<file path="src/rtl/bit_unpermute_stream.sv">
// bit_unpermute_stream
// Receive-side inverse of a fixed bit permutation. The forward map P is
// loaded one entry per beat over the config port and inverted on the fly
// into Q (Q[P[j]] = j). Once the table is complete, a 2-stage valid/ready
// pipeline restores canonical bit order: out_data[i] = in_data[Q[i]].
module bit_unpermute_stream #(
   parameter int WIDTH = 8,
   parameter int IDXW  = 3
) (
   input  logic             clk,
   input  logic             rst_n,
   // configuration port
   input  logic             cfg_start,
   input  logic             cfg_valid,
   output logic             cfg_ready,
   input  logic [IDXW-1:0]  cfg_idx,
   output logic             cfg_done,
   output logic             cfg_error,
   // input stream (permuted words)
   input  logic             in_valid,
   output logic             in_ready,
   input  logic [WIDTH-1:0] in_data,
   // output stream (restored words)
   output logic             out_valid,
   input  logic             out_ready,
   output logic [WIDTH-1:0] out_data
);

   typedef enum logic [1:0] {
      ST_UNCFG = 2'd0,
      ST_LOAD  = 2'd1,
      ST_ERR   = 2'd2,
      ST_RUN   = 2'd3
   } state_e;

   // WIDTH expressed one bit wider than an index so out-of-range indices
   // (possible when WIDTH is not a power of two) compare correctly.
   localparam logic [IDXW:0]   WIDTH_W = (IDXW+1)'(WIDTH);
   localparam logic [IDXW-1:0] LAST_J  = IDXW'(WIDTH-1);

   // control state
   state_e             state_q, state_d;
   logic               pend_q, pend_d;     // reload requested while running
   logic [IDXW-1:0]    j_q, j_d;           // beat counter during load
   logic [WIDTH-1:0]   seen_q, seen_d;     // indices already used in this load
   logic               tbl_we;             // write Q[cfg_idx] = j this cycle

   // inverse table
   logic [IDXW-1:0]    q_q [WIDTH];

   // datapath
   logic               s1_valid_q;
   logic [WIDTH-1:0]   s1_data_q;
   logic               out_valid_q;
   logic [WIDTH-1:0]   out_data_q;
   logic [WIDTH-1:0]   perm_word;
   logic               adv;
   logic               in_fire;
   logic               idx_ok;

   assign idx_ok  = ({1'b0, cfg_idx} < WIDTH_W);
   assign adv     = !out_valid_q || out_ready;
   assign in_fire = in_valid && in_ready;

   assign cfg_done  = (state_q == ST_RUN);
   assign cfg_error = (state_q == ST_ERR);
   assign in_ready  = (state_q == ST_RUN) && !pend_q && adv;
   assign out_valid = out_valid_q;
   assign out_data  = out_data_q;

   // Next-state logic for the load/run controller and the config handshake.
   always_comb begin
      // NOTE: every signal assigned in this block gets a default first, so
      // no path through the case leaves a value unassigned (no latches).
      state_d   = state_q;
      pend_d    = pend_q;
      j_d       = j_q;
      seen_d    = seen_q;
      tbl_we    = 1'b0;
      cfg_ready = 1'b0;

      case (state_q)
         ST_UNCFG, ST_ERR: begin
            if (cfg_start) begin
               state_d = ST_LOAD;
               j_d     = '0;
               seen_d  = '0;
            end
         end

         ST_LOAD: begin
            cfg_ready = !cfg_start;
            if (cfg_start) begin
               // restart the load from beat 0
               j_d    = '0;
               seen_d = '0;
            end else if (cfg_valid) begin
               if (!idx_ok || seen_q[cfg_idx]) begin
                  state_d = ST_ERR;
               end else begin
                  tbl_we          = 1'b1;
                  seen_d[cfg_idx] = 1'b1;
                  if (j_q == LAST_J) begin
                     state_d = ST_RUN;
                  end else begin
                     j_d = j_q + 1'b1;
                  end
               end
            end
         end

         ST_RUN: begin
            if (cfg_start) begin
               pend_d = 1'b1;
            end
            // reload only once every word accepted under the old table is out
            if (pend_q && !s1_valid_q && !out_valid_q) begin
               state_d = ST_LOAD;
               pend_d  = 1'b0;
               j_d     = '0;
               seen_d  = '0;
            end
         end

         default: begin
            state_d = ST_UNCFG;
         end
      endcase
   end

   // Controller state registers.
   always_ff @(posedge clk or negedge rst_n) begin
      // NOTE: sequential state uses non-blocking assignments so every
      // register samples pre-edge values regardless of statement order.
      if (!rst_n) begin
         state_q <= ST_UNCFG;
         pend_q  <= 1'b0;
         j_q     <= '0;
         seen_q  <= '0;
      end else begin
         state_q <= state_d;
         pend_q  <= pend_d;
         j_q     <= j_d;
         seen_q  <= seen_d;
      end
   end

   // Inverse table: accepted beat j stores j at position P[j].
   always_ff @(posedge clk or negedge rst_n) begin
      // NOTE: the table is small and held in flops, so it is reset like any
      // other register; a RAM-based table would normally not be reset.
      if (!rst_n) begin
         for (int i = 0; i < WIDTH; i++) begin
            q_q[i] <= '0;
         end
      end else if (tbl_we) begin
         q_q[cfg_idx] <= j_q;
      end
   end

   // Restore bit order of the stage-1 word through the inverse table.
   always_comb begin
      perm_word = '0;
      for (int i = 0; i < WIDTH; i++) begin
         perm_word[i] = s1_data_q[q_q[i]];
      end
   end

   // Two-stage pipeline with a single global stall (adv).
   always_ff @(posedge clk or negedge rst_n) begin
      if (!rst_n) begin
         s1_valid_q  <= 1'b0;
         s1_data_q   <= '0;
         out_valid_q <= 1'b0;
         out_data_q  <= '0;
      end else if (adv) begin
         s1_valid_q  <= in_fire;
         if (in_fire) begin
            s1_data_q <= in_data;
         end
         out_valid_q <= s1_valid_q;
         if (s1_valid_q) begin
            out_data_q <= perm_word;
         end
      end
   end

endmodule

</file>
<file path="config.mk">
export PLATFORM = sky130hd
export DESIGN_NAME = bit_unpermute_stream
export DESIGN_NICKNAME = d
export VERILOG_FILES = /design/src/rtl/bit_unpermute_stream.sv
export SDC_FILE = /design/constraint.sdc
export NUM_CORES = 1
export LEC_CHECK = 0
export CAP_MARGIN = 5
export CORE_UTILIZATION = 60
export CTS_CLUSTER_DIAMETER = 40
export DETAILED_ROUTE_END_ITERATION = 7
export GPL_ROUTABILITY_DRIVEN = 0
export HOLD_SLACK_MARGIN = 0.06
export PLACE_DENSITY = 0.84
export SLEW_MARGIN = 15
export SYNTH_ARGS = -nofsm -noshare
export SYNTH_HDL_FRONTEND = slang
export SYNTH_SLANG_ARGS = --single-unit
</file>
<file path="constraint.sdc">
create_clock -name clk -period 4.3 [get_ports clk]
set_clock_uncertainty 0.05 [all_clocks]
set_input_delay 0.86 -clock clk [delete_from_list [all_inputs] [get_ports clk]]
set_output_delay 0.86 -clock clk [all_outputs]
set_load 0.01 [all_outputs]
</file>
==> run summary, run 1 <==
The run finished, with violations left. The checks that failed: DRC. The path class of the lowest-slack min-delay path is reg -> reg. In this run, post-CTS repair resized a total of 0 instances.

The number of buffers inserted by port buffering came out at 29. The number of rows in the core area is 24. The layout has 297 filler cells. The number of antenna diodes came out at 0. The number of antenna violations at the first check in global routing came to 0.

The largest area contributor in the synthesized netlist is sky130_fd_sc_hd__dfrtp_1. The utilization of the core after routing is 73.8%. The overall routing resource usage is between 20% and 30%.

The post-route total power is around 1.5 mW. The flop and latch count out of synthesis is between 50 and 60. TritonCTS built the clock tree. The I/O pin total is 30. The via count of the first global-routing pass is around 2000. The die covers approximately 5000 sq um. The first-pass GRT wire length came out at approximately 10000 microns. The worst setup path is captured at an output port.

Counting every sink on the clock net gives 56. The post-layout instance count excluding filler cells is ~300. Each instance of the synthesized netlist takes up on average ~13 sq um. The post-synthesis async set-or-reset flop share came out at 100%. The number of hold violations in the final report is 0.

The data arrival time of the critical path came out at around 2.4 ns. The setup TNS came out at 0 ns. Sorting the synthesized cells by how often they occur yields sky130_fd_sc_hd__dfrtp_1 (56), sky130_fd_sc_hd__mux2_2 (29), sky130_fd_sc_hd__mux4_2 (16).

The floorplan step set the die height to ~71 microns. The routed wirelength normalized by instance count is slightly below 20 microns. The area share of the leading cell type in the synthesized netlist is about half. The placeable core region is approximately 4400 sq um.

The library cell used as clock root buffer is sky130_fd_sc_hd__clkbuf_8. The synthesis-to-finish area growth is 15.6%. The overall via count from detail_route came out at 1894.

The worst path required time came out at 3.39 ns. The most frequently used cell type in the post-synthesis netlist is sky130_fd_sc_hd__dfrtp_1. The worst setup path is launched from an input port.

Timing would allow up to between 0.3 and 0.4 GHz. Prior to clock tree synthesis, the placed netlist has a worst setup slack of between 1 and 1.5 ns. The analysis attributes to cell leakage a power of approximately 1.5 nW. In this run the horizontal extent of the chip is approximately 71 microns. In this run the number of H-tree levels came out at 2. The endpoint identified for the worst register-to-register timing path is q_q[10]. The number of enable-type register cells in the synthesized netlist came out at 0.

The slack of the worst reg-to-reg path is 2.17 ns. Counting I/O delays and the setup requirement, the final critical path takes 3.26 ns. The clock-pin slew reported for the worst setup and hold paths after clock tree synthesis is 0.09 ns. The worst register-to-register path begins at state_q[1]. The synthesized netlist occupies a cell area of between 2000 and 3000 sq um. The remaining global-route overflow came out at 0.

Headroom to the max-slew limit came out at between 30% and 40%. The detail route stage leaves a number of antenna-violating nets equal to 0. The period utilization is about three quarters. The critical path is of the in -> out type. The mean number of vias per cell came out at 6.36.

After clock tree synthesis, the flow added hold-fix buffers numbering 0. Summed over all layers, the routed wires come to slightly below 6000 microns. The maximum resistive drop on vdd came out at 0.334 mV. The register area share after synthesis is between 40% and 50%. The total power divided by cell area came out at around 470 nW/um^2. The number of endpoints failing setup at the final stage came out at 0. The cell total after placement is between 200 and 300. The largest net degree at the start of global routing is 35.

The max-cap check violation count is 0. The post-synth net total came out at about 230. The remaining routing DRC violations is 5. The transition time at the pin with the least slew margin is ~0.95 ns.

The number of warning messages in the yosys log is 0. The pre-antenna-repair detailed-routing pass consisted of 6 iterations. The startpoint identified for the worst hold timing path is seen_q[5]. The capture endpoint of the worst hold path is seen_q[5]. Counting instances, the worst hold path has a depth of 1. The DRC marker count from the first detailed-route iteration is ~170. The fraction of layout cells with a size suffix above 1 came out at between 20% and 30%. Setup repair after global routing left no endpoint under its margin. The count of different cell masters after synthesis is 37. The final-stage net count is approximately 260. The largest fanout on the critical path is 9. The synthesized instance count is 214. The setup slack of the critical path after layout came out at approximately 1.0 ns. The worst reg-to-reg path cell count is 4.

Yosys attributes the largest share of cell area to sky130_fd_sc_hd__dfrtp_1 (49%), sky130_fd_sc_hd__mux4_2 (13%), sky130_fd_sc_hd__mux2_2 (12%), sky130_fd_sc_hd__mux2i_1 (3.9%), sky130_fd_sc_hd__nand2_1 (1.9%). The source-to-sink clock delay at the later pin of the worst-skew pair came out at roughly 0.31 ns. The dominant synthesized flop cell is sky130_fd_sc_hd__dfrtp_1. The maximum number of buffers from clock root to sink came out at 2. The number of setup buffers added after CTS came out at 0. The starting utilization of the core area came out at a little under two thirds. The detailed-placement wirelength estimate came out at 3870 microns. The number of buffers added by the clock tree synthesis step is 5. The max-slew violation count is 0.
[flip-flops by register name, indices dropped and copies added, names as in the netlist]
signal / flops
state_q: 2
j_q: 3
out_data: 8
pend_q: 1
q_q: 24
s1_data_q: 8
s1_valid_q: 1
seen_q: 8
out_valid: 1
[metrics by stage]
step	cell area, sq um	hold slack [ns]
2_1_floorplan	2840	0.399
3_3_place_gp	3170	0.407
3_5_place_dp	3170	0.415
4_1_cts	3280	0.437
5_1_grt	3280	0.454
6_report	3280	0.433
[worst max path at each step]
stage / end / startpoint / depth (start not counted)
after floorplan: state_q[0] / cfg_idx[1] / 5
after global placement: cfg_ready / cfg_start / 3
after detailed placement: cfg_ready / cfg_start / 3
after CTS: cfg_ready / cfg_start / 3
after global routing: cfg_ready / cfg_start / 3
final: cfg_ready / cfg_start / 3
[cells by family (layout without fill, tap and decap cells)]
group | count (synthesis) | in the layout | share of synthesized area (%)
compound gates | 27 | 27 | 6.48
buf+inv | 9 | 41 | 1.23
mux | 59 | 59 | 29.3
fa+ha+maj | 2 | 2 | 0.882
simple gates | 61 | 61 | 12.7
flops | 56 | 56 | 49.4
[placed cells by master, fill, tap and decap left out, drive strengths merged, types with 5 or more instances in the layout]
cell type	count
nand2b	5
a21o	6
nor2	13
mux4	16
mux2	32
dfrtp	56
clkdlybuf4s50	28
a21oi	8
clkbuf	6
nand2	14
o21ai	5
mux2i	11
[routing by layer]
metal | track usage [%] | up-vias | part of all wire (%)
li1 | - | 865 | -
met1 | 36.9 | 951 | 42
met2 | 43.9 | 70 | 51
met3 | 6.27 | 8 | 6.1
met4 | 8.44 | 0 | 1.5
met5 | 0 | - | 0
[critical path, cell delays in order]
cell,delay (ns)
sky130_fd_sc_hd__clkdlybuf4s50_1,0.52
sky130_fd_sc_hd__nor3b_4,0.36
sky130_fd_sc_hd__clkdlybuf4s50_1,0.60
[where the power goes]
| part | leakage, nW | total, mW | internal (mW) | switching [mW] |
|---|---|---|---|---|
| sequential | 0.734 | 0.778 | 0.629 | 0.148 |
| combinational | 0.674 | 0.426 | 0.286 | 0.140 |
| clock | 0.0552 | 0.341 | 0.173 | 0.168 |
[area by class of cell]
class	instances	area [sq um]	area share, %
clock buffer	6	72.6	2.21
clock inverter	2	35.0	1.07
inverter	3	11.3	0.344
multi-input combinational	149	1400	42.7
sequential	56	1400	42.7
tap	52	65.1	1.98
timing repair buffer	30	293	8.93
No activity file was read; power rests on OpenSTA's default activity.
==> run 2: changes to the inputs <==
Settings changed: CORE_UTILIZATION 60 to 51, PLACE_DENSITY 0.84 to 0.76.
Clock period 4.3 ns to 2.68 ns, I/O delays scaled along.
==> run 2 against run 1 <==
First-iteration DRC count decreased by 43%. Critical path type unchanged. Clock-buffer cell count unchanged. Non-clock buffer count increased by 7. Final cell count increased by 8.4%. Routed wire length decreased by 3.0%. The run now ends clean. Highest routed layer unchanged. Critical endpoint unchanged. Global-route usage decreased by 5.6 points. Sequential share of layout area decreased by 0.88 points. Die area increased by 17%. Register-to-register slack got worse by 1.5 ns. Cell area increased by 2.1%. Sequential power increased by 61%.
==> run summary, run 2 (synthesized netlist as in run 1, its figures left out) <==
The area occupied by registers is 1400 sq um (unchanged). Static timing analysis puts the maximum clock frequency at around 0.41 GHz. The via count of the first global-routing pass came out at 2002 (was 2004).

The final-stage net count came out at 271 (was 264). The library cell used as clock root buffer was sky130_fd_sc_hd__clkbuf_8 (unchanged). The largest net degree at the start of global routing is 57 (was 35). The number of hold violations in the final report is 0 (unchanged).

The number of endpoints failing setup at the final stage came out at 0 (unchanged). The data arrival time of the critical path came to 1.86 ns (was 2.35 ns). The overall routing resource usage is 21.5% (was 27.1%).

The fraction of layout cells with a size suffix above 1 is 26.5% (was 24.4%). The kind of start point of the critical path is an input port (unchanged). The remaining routing DRC violations came out at 0 (was 5). The register with the most flip-flops is q_q (unchanged). The final wirelength was 5660 microns (was 5840 microns). The max-slew violation count came out at 0 (unchanged).

The relative slew slack is 59.1% (was 36.3%). The flip-flop count of the largest register, all copies and words added came to 24 (unchanged). The number of buffers added to fix hold violations after cts came out at 0 (unchanged). The cell at the slowest stage of the critical path is sky130_fd_sc_hd__clkdlybuf4s50_1 (unchanged). The detailed-placement wirelength estimate came out at 3930 microns (was 3870 microns). The quantity of gates resized following cts is 0 (unchanged). The gate family responsible for the most delay along the worst path is buffers and inverters (unchanged).

The number of rows in the core area is 26 (was 24). The footprint of the multi-input gates came out at 1400 sq um (unchanged). The number of antenna diodes is 0 (unchanged). The worst path required time was 2.09 ns (was 3.39 ns). The cell area after placement came out at 3260 sq um (was 3170 sq um). The critical path capture point type is an output port (unchanged). The most common library cell in the layout ignoring fill and taps is sky130_fd_sc_hd__dfrtp_1 (unchanged). The path class of the lowest-slack min-delay path was in -> async (was reg -> reg).

The internal power consumption is 1.66 mW (was 1.09 mW). The highest-utilization routing layer at the global route stage is met2 (unchanged). The cell occurring most often along the worst timing path was sky130_fd_sc_hd__clkdlybuf4s50_1 (unchanged). Status: completed (was complete, but fails checks).

The cell total after placement is 315 (was 290). The first-pass iteration count of the detailed router is 4 (was 6). The clock-pin slew reported for the worst setup and hold paths after clock tree synthesis came to 0.09 ns (about the same). The number of fillers in the final layout came out at 426 (was 297).

The vertical extent of the die is 76.6 microns (was 70.8 microns). The global routing usage on met1 came out at 28.2% (was 36.9%). The switching power came out at 0.737 mW (was 0.456 mW). The smallest clock period supported by the final layout is computed as roughly 2.4 ns. The sum of buffers and inverters on the critical path is 2 (unchanged). The cell area after layout is 3350 sq um (was 3280 sq um). The number of antenna violations at the first check in global routing was 0 (unchanged). The DRC marker count from the first detailed-route iteration came out at 96 (was 167). The starting utilization of the core area came to 54.2% (was 63.8%). The number of buffers added by the clock tree synthesis step is 5 (unchanged).

The die outline width is 76.6 microns (was 70.8 microns). The met3 layer usage reported by global route is 3.83% (was 6.27%). The worst path uses roughly nine tenths of the clock period. The transition time at the pin with the least slew margin is 0.613 ns (was 0.950 ns). The fraction of power consumed by sequential logic came out at 52.0% (was 50.3%).

The number of levels the H-tree was split into came out at 2 (unchanged). The number of setup buffers added after CTS came to 0 (unchanged). The post-layout instance count excluding filler cells came out at 323 (was 298). The part of the total power dissipated in combinational logic came out at 28.8% (was 27.6%). The synthesis-to-finish area growth is 18.0% (was 15.6%). The maximum resistive drop on vdd is 0.574 mV (was 0.334 mV). Worst path cell trace: clkdlybuf4s50_1 -> nor3b_4 -> clkdlybuf4s50_1 (unchanged). The worst-case hold slack came out at 0.149 ns (was 0.433 ns).

The clock tree from TritonCTS was yes (unchanged). The cell leakage power is 1.49 nW (was 1.46 nW). RSZ-0062 raised after global routing: no (unchanged). The clock net sink count is 56 (unchanged).

The global routing usage on met2 is 35.5% (was 43.9%). The first-pass GRT wire length is 9640 microns (was 10100 microns). The power share of the clock group came to 19.3% (was 22.1%). The setup TNS came out at 0 ns (unchanged).

The remaining global-route overflow is 0 (unchanged). The biggest cell delay along the critical path came to 0.56 ns (was 0.60 ns). Top library cells by usage in the layout, fill and taps aside: sky130_fd_sc_hd__dfrtp_1 (56), sky130_fd_sc_hd__mux2_2 (29), sky130_fd_sc_hd__clkdlybuf4s50_1 (28) (unchanged). The I/O pin total was 30 (unchanged).

The mean number of vias per cell came out at 5.92 (was 6.36). The switching share of total power was 30.7% (was 29.5%). The number of buffers inserted by port buffering came out at 29 (unchanged). The count of antenna-violating nets left after detailed routing is 0 (unchanged). The total power divided by cell area came out at 717 nW/um^2 (was 471 nW/um^2).

The overall via count from detail_route came to 1912 (was 1894). The placeable core region came to 5240 sq um (was 4440 sq um). The routed wirelength normalized by instance count came out at 17.5 microns (was 19.6 microns). The post-route total power was 2.40 mW (was 1.54 mW). The source-to-sink clock delay at the later pin of the worst-skew pair is 0.31 ns (about the same). The largest fanout on the critical path is 6 (was 9). The maximum number of buffers from clock root to sink was 2 (unchanged). The max-cap check violation count came to 0 (unchanged). The critical path class is in -> out (unchanged). The full die area is 5860 sq um (was 5010 sq um).
==> run 2: cell types whose count changed in the layout (fill, tap and decap cells not counted) <==
cell / change
sky130_fd_sc_hd__buf_4: +6
sky130_fd_sc_hd__clkinvlp_4: +1
sky130_fd_sc_hd__clkinv_4: +1
sky130_fd_sc_hd__buf_12: +1
sky130_fd_sc_hd__bufinv_16: -1
sky130_fd_sc_hd__clkinv_2: -1
==> run 2: area by class of cell <==
cell class / count / area share (%)
clock inverters: 2 / 0.486
multi-input cells: 149 / 41.8
inverters: 3 / 0.336
repair buffers: 37 / 10.7
flip-flops and latches: 56 / 41.9
clock buffers: 6 / 2.17
well taps: 70 / 2.62
==> run 2: path summary, 6_finish.rpt <==
| path | slack (ns) | cells past startpoint | start | to |
|---|---|---|---|---|
| min reg2reg | 0.43 | 1 | seen_q[5] | seen_q[5] |
| min in group clk | 0.43 | 1 | seen_q[5] | seen_q[5] |
| min | 0.15 | 2 | rst_n | seen_q[7] |
| max | 0.24 | 3 | cfg_start | cfg_ready |
| max reg2reg | 0.69 | 5 | j_q[0] | j_q[0] |
| max in group asynchronous | 2.17 | 2 | rst_n | seen_q[5] |
==> run 2: per-layer routing <==
metal	share of wire [%]	wire, microns
met2	51	2890
met3	4.2	236
met5	0	0
met4	2.0	113
met1	43	2420
==> run 2: metrics by stage <==
| stage | utilization, % | setup slack, ns |
|---|---|---|
| 2_1_floorplan | - | 0.831 |
| 3_3_place_gp | 62.2 | 0.207 |
| 3_5_place_dp | 62.2 | 0.134 |
| 4_1_cts | 63.9 | 0.226 |
| 5_1_grt | 63.9 | 0.172 |
| 6_report | 63.9 | 0.237 |
==> run 2: power groups by stage <==
stage	clock network (mW)	registers, mW	logic (mW)
3_3_place_gp	0	1.25	0.676
6_report	0.462	1.25	0.691
5_1_grt	0.508	1.28	0.748
3_5_place_dp	0	1.26	0.696
2_1_floorplan	0	1.20	0.439
4_1_cts	0.477	1.25	0.697
